[config.mk]
export PLATFORM = sky130hd
export DESIGN_NAME = mdu_seq
export DESIGN_NICKNAME = d
export VERILOG_FILES = /design/src/rtl/mdu_seq.sv
export SDC_FILE = /design/constraint.sdc
export NUM_CORES = 2
export LEC_CHECK = 0
export BUFFER_PORTS_ARGS = -buffer_cell sky130_fd_sc_hd__buf_4
export CORE_AREA = 2 2 419 213
export CTS_BUF_LIST = sky130_fd_sc_hd__clkbuf_4 sky130_fd_sc_hd__clkbuf_8
export CTS_CLUSTER_SIZE = 10
export DETAILED_ROUTE_END_ITERATION = 8
export DIE_AREA = 0 0 421 215
export GPL_TIMING_DRIVEN = 0
export PLACE_DENSITY = 0.86
export SKIP_LAST_GASP = 1
export SLEW_MARGIN = 10
export SYNTH_ARGS = -nofsm -noshare
export SYNTH_HDL_FRONTEND = slang
export SYNTH_SLANG_ARGS = --single-unit
[constraint.sdc]
create_clock -name clk -period 15.6 [get_ports clk]
set_clock_uncertainty 0.15 [all_clocks]
set_input_delay 1.56 -clock clk [delete_from_list [all_inputs] [get_ports clk]]
set_output_delay 1.56 -clock clk [all_outputs]
set_load 0.02 [all_outputs]
[src/rtl/mdu_seq.sv]
// mdu_seq: multi-cycle sequencer for the RV32M multiply/divide unit.
//
// Accepts one M-extension op per in_valid/in_ready handshake. MUL* results are
// ready one cycle after acceptance. DIV*/REM* run a radix-2 restoring loop of XLEN
// iterations followed by a sign-fix cycle. The result is held in DONE until
// out_ready is seen.
//
// Ports:
//   clk, rst_n         rising-edge clock, asynchronous active-low reset
//   flush              synchronous abort of any in-flight op
//   in_valid/in_ready  request handshake (in_ready only in IDLE)
//   in_op              function3 (000 MUL .. 111 REMU)
//   in_rs1, in_rs2     operands (dividend/multiplicand, divisor/multiplier)
//   in_rd              destination tag, returned unchanged on out_rd
//   out_valid/out_ready result handshake
//   out_result, out_rd result and its tag
//   busy               high whenever the sequencer is not IDLE
//
// Configuration:
//   MDU_DIV_FASTPATH_EN  when defined, divide-by-zero, signed overflow and
//                        |rs2| > |rs1| bypass the iteration loop.

module mdu_seq #(
    parameter int unsigned XLEN  = 32,
    parameter int unsigned TAG_W = 5
) (
    input  logic             clk,
    input  logic             rst_n,
    input  logic             flush,
    input  logic             in_valid,
    output logic             in_ready,
    input  logic [2:0]       in_op,
    input  logic [XLEN-1:0]  in_rs1,
    input  logic [XLEN-1:0]  in_rs2,
    input  logic [TAG_W-1:0] in_rd,
    output logic             out_valid,
    input  logic             out_ready,
    output logic [XLEN-1:0]  out_result,
    output logic [TAG_W-1:0] out_rd,
    output logic             busy
);

    localparam int unsigned     CNT_W = $clog2(XLEN);
    localparam logic [XLEN-1:0] SMIN  = {1'b1, {(XLEN-1){1'b0}}};

    typedef enum logic [2:0] {
        S_IDLE,
        S_MUL,
        S_DIV,
        S_FIX,
        S_DONE
    } state_t;

    state_t           state_q, state_d;
    // in_op[2] is encoded by the MUL/DIV state choice, so only the low bits are kept
    logic [1:0]       op_q, op_d;
    logic [TAG_W-1:0] rd_q, rd_d;
    logic [XLEN-1:0]  rs1_q, rs1_d;
    logic [XLEN-1:0]  rs2_q, rs2_d;
    logic [XLEN-1:0]  quot_q, quot_d;
    logic [XLEN-1:0]  rem_q, rem_d;
    logic [XLEN-1:0]  dvsr_q, dvsr_d;
    logic [CNT_W-1:0] cnt_q, cnt_d;
    logic [XLEN-1:0]  result_q, result_d;
    logic             fast_q, fast_d;

    logic              accept;
    logic              in_signed;
    logic [XLEN-1:0]   in_mag1, in_mag2;
    logic              mul_sa, mul_sb;
    logic [2*XLEN-1:0] mul_a, mul_b, mul_p;
    logic [XLEN:0]     rem_sh, rem_sub;
    logic              div_signed, q_neg, r_neg, ovf;
    logic [XLEN-1:0]   fix_q, fix_r;

    assign in_ready   = (state_q == S_IDLE);
    assign busy       = (state_q != S_IDLE);
    assign out_valid  = (state_q == S_DONE);
    assign out_result = result_q;
    assign out_rd     = rd_q;

    // Operand conditioning and datapath helpers
    always_comb begin
        accept    = in_valid & in_ready & ~flush;
        in_signed = ~in_op[0];
        in_mag1   = (in_signed & in_rs1[XLEN-1]) ? -in_rs1 : in_rs1;
        in_mag2   = (in_signed & in_rs2[XLEN-1]) ? -in_rs2 : in_rs2;

        // MULH sign-extends both operands, MULHSU only rs1; the low half is identical for all
        mul_sa = rs1_q[XLEN-1] & ((op_q == 2'b01) | (op_q == 2'b10));
        mul_sb = rs2_q[XLEN-1] & (op_q == 2'b01);
        mul_a  = {{XLEN{mul_sa}}, rs1_q};
        mul_b  = {{XLEN{mul_sb}}, rs2_q};
        mul_p  = mul_a * mul_b;

        // Restoring step: the borrow bit of the XLEN+1-bit subtraction decides the quotient bit
        rem_sh  = {rem_q, quot_q[XLEN-1]};
        rem_sub = rem_sh - {1'b0, dvsr_q};

        div_signed = ~op_q[0];
        q_neg      = div_signed & (rs1_q[XLEN-1] ^ rs2_q[XLEN-1]);
        r_neg      = div_signed & rs1_q[XLEN-1];
        ovf        = div_signed & (rs1_q == SMIN) & (rs2_q == '1);

        if (rs2_q == '0) begin
            fix_q = '1;
            fix_r = rs1_q;
        end else if (fast_q) begin
            fix_q = ovf ? SMIN : '0;
            fix_r = ovf ? '0 : rs1_q;
        end else begin
            fix_q = q_neg ? -quot_q : quot_q;
            fix_r = r_neg ? -rem_q : rem_q;
        end
    end

    // Next-state logic
    always_comb begin
        state_d  = state_q;
        op_d     = op_q;
        rd_d     = rd_q;
        rs1_d    = rs1_q;
        rs2_d    = rs2_q;
        quot_d   = quot_q;
        rem_d    = rem_q;
        dvsr_d   = dvsr_q;
        cnt_d    = cnt_q;
        result_d = result_q;
        fast_d   = fast_q;

        case (state_q)
            S_IDLE: begin
                if (accept) begin
                    op_d   = in_op[1:0];
                    rd_d   = in_rd;
                    rs1_d  = in_rs1;
                    rs2_d  = in_rs2;
                    quot_d = in_mag1;
                    dvsr_d = in_mag2;
                    rem_d  = '0;
                    cnt_d  = '0;
`ifdef MDU_DIV_FASTPATH_EN
                    fast_d = in_op[2] & ((in_rs2 == '0) |
                                         (in_signed & (in_rs1 == SMIN) & (in_rs2 == '1)) |
                                         (in_mag2 > in_mag1));
`else
                    fast_d = 1'b0;
`endif
                    // Bypassed divides still spend one cycle in FIX so the
                    // result appears with the same latency as a multiply.
                    if (!in_op[2]) begin
                        state_d = S_MUL;
                    end else if (fast_d) begin
                        state_d = S_FIX;
                    end else begin
                        state_d = S_DIV;
                    end
                end
            end
            S_MUL: begin
                result_d = (op_q == 2'b00) ? mul_p[XLEN-1:0] : mul_p[2*XLEN-1:XLEN];
                state_d  = S_DONE;
            end
            S_DIV: begin
                if (!rem_sub[XLEN]) begin
                    rem_d  = rem_sub[XLEN-1:0];
                    quot_d = {quot_q[XLEN-2:0], 1'b1};
                end else begin
                    rem_d  = rem_sh[XLEN-1:0];
                    quot_d = {quot_q[XLEN-2:0], 1'b0};
                end
                cnt_d = cnt_q + CNT_W'(1);
                if (cnt_q == CNT_W'(XLEN-1)) begin
                    state_d = S_FIX;
                end
            end
            S_FIX: begin
                result_d = op_q[1] ? fix_r : fix_q;
                state_d  = S_DONE;
            end
            S_DONE: begin
                if (out_ready) begin
                    state_d = S_IDLE;
                end
            end
            default: begin
                state_d = S_IDLE;
            end
        endcase

        if (flush) begin
            state_d = S_IDLE;
            cnt_d   = '0;
        end
    end

    always_ff @(posedge clk or negedge rst_n) begin
        if (!rst_n) begin
            state_q  <= S_IDLE;
            op_q     <= '0;
            rd_q     <= '0;
            rs1_q    <= '0;
            rs2_q    <= '0;
            quot_q   <= '0;
            rem_q    <= '0;
            dvsr_q   <= '0;
            cnt_q    <= '0;
            result_q <= '0;
            fast_q   <= 1'b0;
        end else begin
            state_q  <= state_d;
            op_q     <= op_d;
            rd_q     <= rd_d;
            rs1_q    <= rs1_d;
            rs2_q    <= rs2_d;
            quot_q   <= quot_d;
            rem_q    <= rem_d;
            dvsr_q   <= dvsr_d;
            cnt_q    <= cnt_d;
            result_q <= result_d;
            fast_q   <= fast_d;
        end
    end

endmodule

==> summary.txt <==
CTS max path bufs -> 3
Initial Util -> 59.3%
Synthesis Warnings -> 0
Pins Over Slew Limit -> 35
measured slew at the worst slew-check pin -> 1.55 ns
Congestion Overflow GR -> 0
Die W -> 421 um
CTS Root Buffer Type -> clkbuf_8
Final Hold Fails -> 0
CTS H-tree depth -> 1
Synth Flop Type -> dfrtp_1
DR vias/cell -> 6.29
vias in the first global route -> 45,300
clk slew on worst S/H paths -> 0.10 ns
die area -> 0.0905 mm^2
ys async rst share -> 100%
Reg area -> 0.00515 mm^2
Max Used Layer -> met5
IO Count -> 117
unrepaired setup endpoints after global routing -> no
DRT Pass-1 Iters -> 7
nets@finish -> 7,584
initial antenna violation count -> 27
Final Non-Filler Cells -> 7,363
Detailed Route WL -> 227 mm
final setup vio count -> 0
I/O Buffers -> 115
Worst path max stage delay -> 0.99 ns
min-delay worst type -> flop to flop
number of synthesized flops with an enable pin -> 0
CTS sink cnt -> 206
clk_lat worst skew -> 0.72 ns
failing checks -> capacitance limit, slew limit
synthesized flop and latch total -> 206
GRT Resource Usage Total -> 50.4%
period utilization -> 79.3%
initial detailed-routing violation count -> 6,982
Core Area -> 0.0872 mm^2
slew margin rel. -> -3.44%
Final min period -> 12.38 ns
Post-Syn Instances -> 5,976
Area growth syn-to-layout -> 6.24%
drc violations -> 0
layout cell share with drive strength beyond 1 -> 3.72%
Synth Net Count -> 7,432
max-cap violations -> 3
CP max FO -> 10
multi-input logic area -> 0.0404 mm^2
status -> finished with violations
f_max -> 80.8 MHz
CTS tree -> yes
placed cell count -> 7,280
Netlist Area Pre-Place -> 0.0517 mm^2
cts repair resizes -> 0
met3 WL post-DR -> 50.1 mm
Routed Antenna Nets -> 0
vias -> 46,300
Slowest-stage cell, CP -> xnor2_1
Setup crit start kind -> flop
syn_area_per_cell -> 8.65 um^2
std cell rows -> 77
Setup CP Type -> flop to flop
CP arrival -> 12.78 ns
first-pass GRT wire length -> 321 mm
largest net degree at the start of global routing -> 103
met2 routed WL -> 78.8 mm
Netlist cell types -> 85
setup bufs post-CTS -> 0
hold buffer count at cts -> 0
detailed placer's ending HPWL -> 188 mm
drt wl/cell -> 30.8 um
TNS Setup -> 0 ns
total CTS buffers -> 30
endpoint class of the critical path -> flop
Die Ht -> 215 um
WP data required -> 16.00 ns
gpl congestion -> 1.12
# fillers -> 7,657
Post-Route M1 WL -> 87.3 mm
sequential area share after synthesis -> 9.97%
## worst paths after layout
| kind | cells past startpoint | startpoint | slack, ns | end |
|---|---|---|---|---|
| max | 33 | op_q[1]$_DFFE_PN0P_ | 3.22 | out_result[27]$_DFFE_PN0N_ |
| min | 2 | out_result[27]$_DFFE_PN0N_ | 0.33 | out_result[27]$_DFFE_PN0N_ |
| max reg2reg | 33 | op_q[1]$_DFFE_PN0P_ | 3.22 | out_result[27]$_DFFE_PN0N_ |
| min reg2reg | 2 | out_result[27]$_DFFE_PN0N_ | 0.33 | out_result[27]$_DFFE_PN0N_ |
| max in group asynchronous | 3 | rst_n | 13.36 | rs1_q[10]$_DFFE_PN0P_ |
| min in group asynchronous | 1 | rst_n | 0.51 | out_rd[1]$_DFFE_PN0P_ |
## cell usage in the layout, fill, tap and decap left out, types with 11 or more instances in the layout
cell type,n
a31oi_1,27
nand2b_1,17
o21bai_1,15
fa_1,1125
o211ai_1,11
xor2_1,78
and3_1,29
a221oi_1,13
a21oi_1,168
nor2_1,162
xnor2_1,128
clkbuf_8,38
nand2_1,1129
buf_4,114
a211oi_1,24
a22oi_1,40
or4_1,13
a21o_1,55
clkbuf_1,340
nand4_1,18
o22ai_1,12
inv_1,1257
o21a_1,15
clkbuf_2,16
mux2i_1,25
o31ai_1,17
dfrtp_1,206
and2_1,279
diode_2,30
nand3_1,51
nor3_1,32
ha_1,253
or3_1,15
nor4_1,25
nor2b_1,16
o21ai_0,221
## per-stage QoR
stage	utilization, %	hold WS [ns]	worst slack (ns)	area, um^2
floorplan	-	0.300	6.85	51700
global placement	62.0	0.310	3.98	54000
global route	62.9	0.358	3.25	54900
CTS	62.9	0.338	3.86	54800
finish	63.0	0.335	3.22	54900
detailed placement	62.1	0.320	4.00	54100
## critical path, delay by kind of cell (launching register included)
| family | cells | cell delay [ns] |
|---|---|---|
| AO/OA/AOI/OAI | 7 | 1.59 |
| XOR/XNOR | 1 | 0.99 |
| flip-flops | 1 | 0.33 |
| buffers and inverters | 11 | 2.72 |
| adder cells (fa/ha/maj) | 10 | 5.37 |
| AND/OR/NAND/NOR | 4 | 1.02 |
## final cells by class
| cell class | instances | share of cell area, % |
|---|---|---|
| inverters | 1257 | 8.59 |
| multi-input cells | 4145 | 73.7 |
| clock inverters | 8 | 0.189 |
| repair buffers | 120 | 1.75 |
| plain buffers | 368 | 2.56 |
| well taps | 1185 | 2.70 |
| flip-flops and latches | 206 | 9.39 |
| diodes | 30 | 0.137 |
| clock buffers | 44 | 1.03 |
## synthesized netlist by cell type (7+ instances only)
master | n | area, um^2
nor3_1 | 34 | 170
xor2_1 | 78 | 683
or3_1 | 15 | 93.8
ha_1 | 253 | 3170
nand3_1 | 51 | 255
fa_1 | 1126 | 22500
buf_1 | 8 | 30.0
and3_1 | 29 | 181
a211oi_1 | 24 | 180
dfrtp_1 | 206 | 5150
nor2_1 | 162 | 608
or2_2 | 10 | 62.6
o221ai_1 | 7 | 61.3
nor4_1 | 26 | 163
nand2_1 | 1129 | 4240
xnor2_1 | 128 | 1120
a221o_1 | 7 | 70.1
a31oi_1 | 27 | 169
o31ai_1 | 17 | 128
o21bai_1 | 15 | 113
a22oi_1 | 40 | 300
mux2i_1 | 25 | 250
nand4_1 | 18 | 113
nand2b_1 | 17 | 106
a221oi_1 | 13 | 114
inv_1 | 1257 | 4720
a21o_1 | 55 | 413
o211ai_1 | 11 | 82.6
o21a_1 | 15 | 113
o21ai_0 | 221 | 1110
a21oi_1 | 168 | 841
o22ai_1 | 12 | 75.1
nor2b_1 | 16 | 100
clkbuf_1 | 355 | 1330
and2_1 | 279 | 1750
o41ai_1 | 9 | 78.8
or4_1 | 13 | 97.6
## logic make-up after synthesis
group                    Yosys count  share of synthesized area, %
XOR/XNOR                         206                          3.49
adder cells (fa/ha/maj)         1379                          49.7
AND/OR/NAND/NOR                 1831                          15.9
AO/OA/AOI/OAI                    702                          8.55
multiplexers                      27                         0.528
buffers and inverters           1625                          11.8
flip-flops                       206                          9.97
## metal layers
layer  track usage [%]  up-vias
li1                  -    18300
met1              69.9    23000
met2              59.0     4261
met3              36.2      666
met4              17.6       36
met5              3.54        -
## registers in the layout (all words and copies together) (netlist names)
register	cells
out_result	32
quot_q	32
rem_q	32
rs1_q	32
rs2_q	32
dvsr_q	31
cnt_q	5
out_rd	5
state_q	3
op_q	2
Power is left out: the tool's default activity adds up to more than one toggle a clock period on the data nets, which glitch-free logic cannot reach.
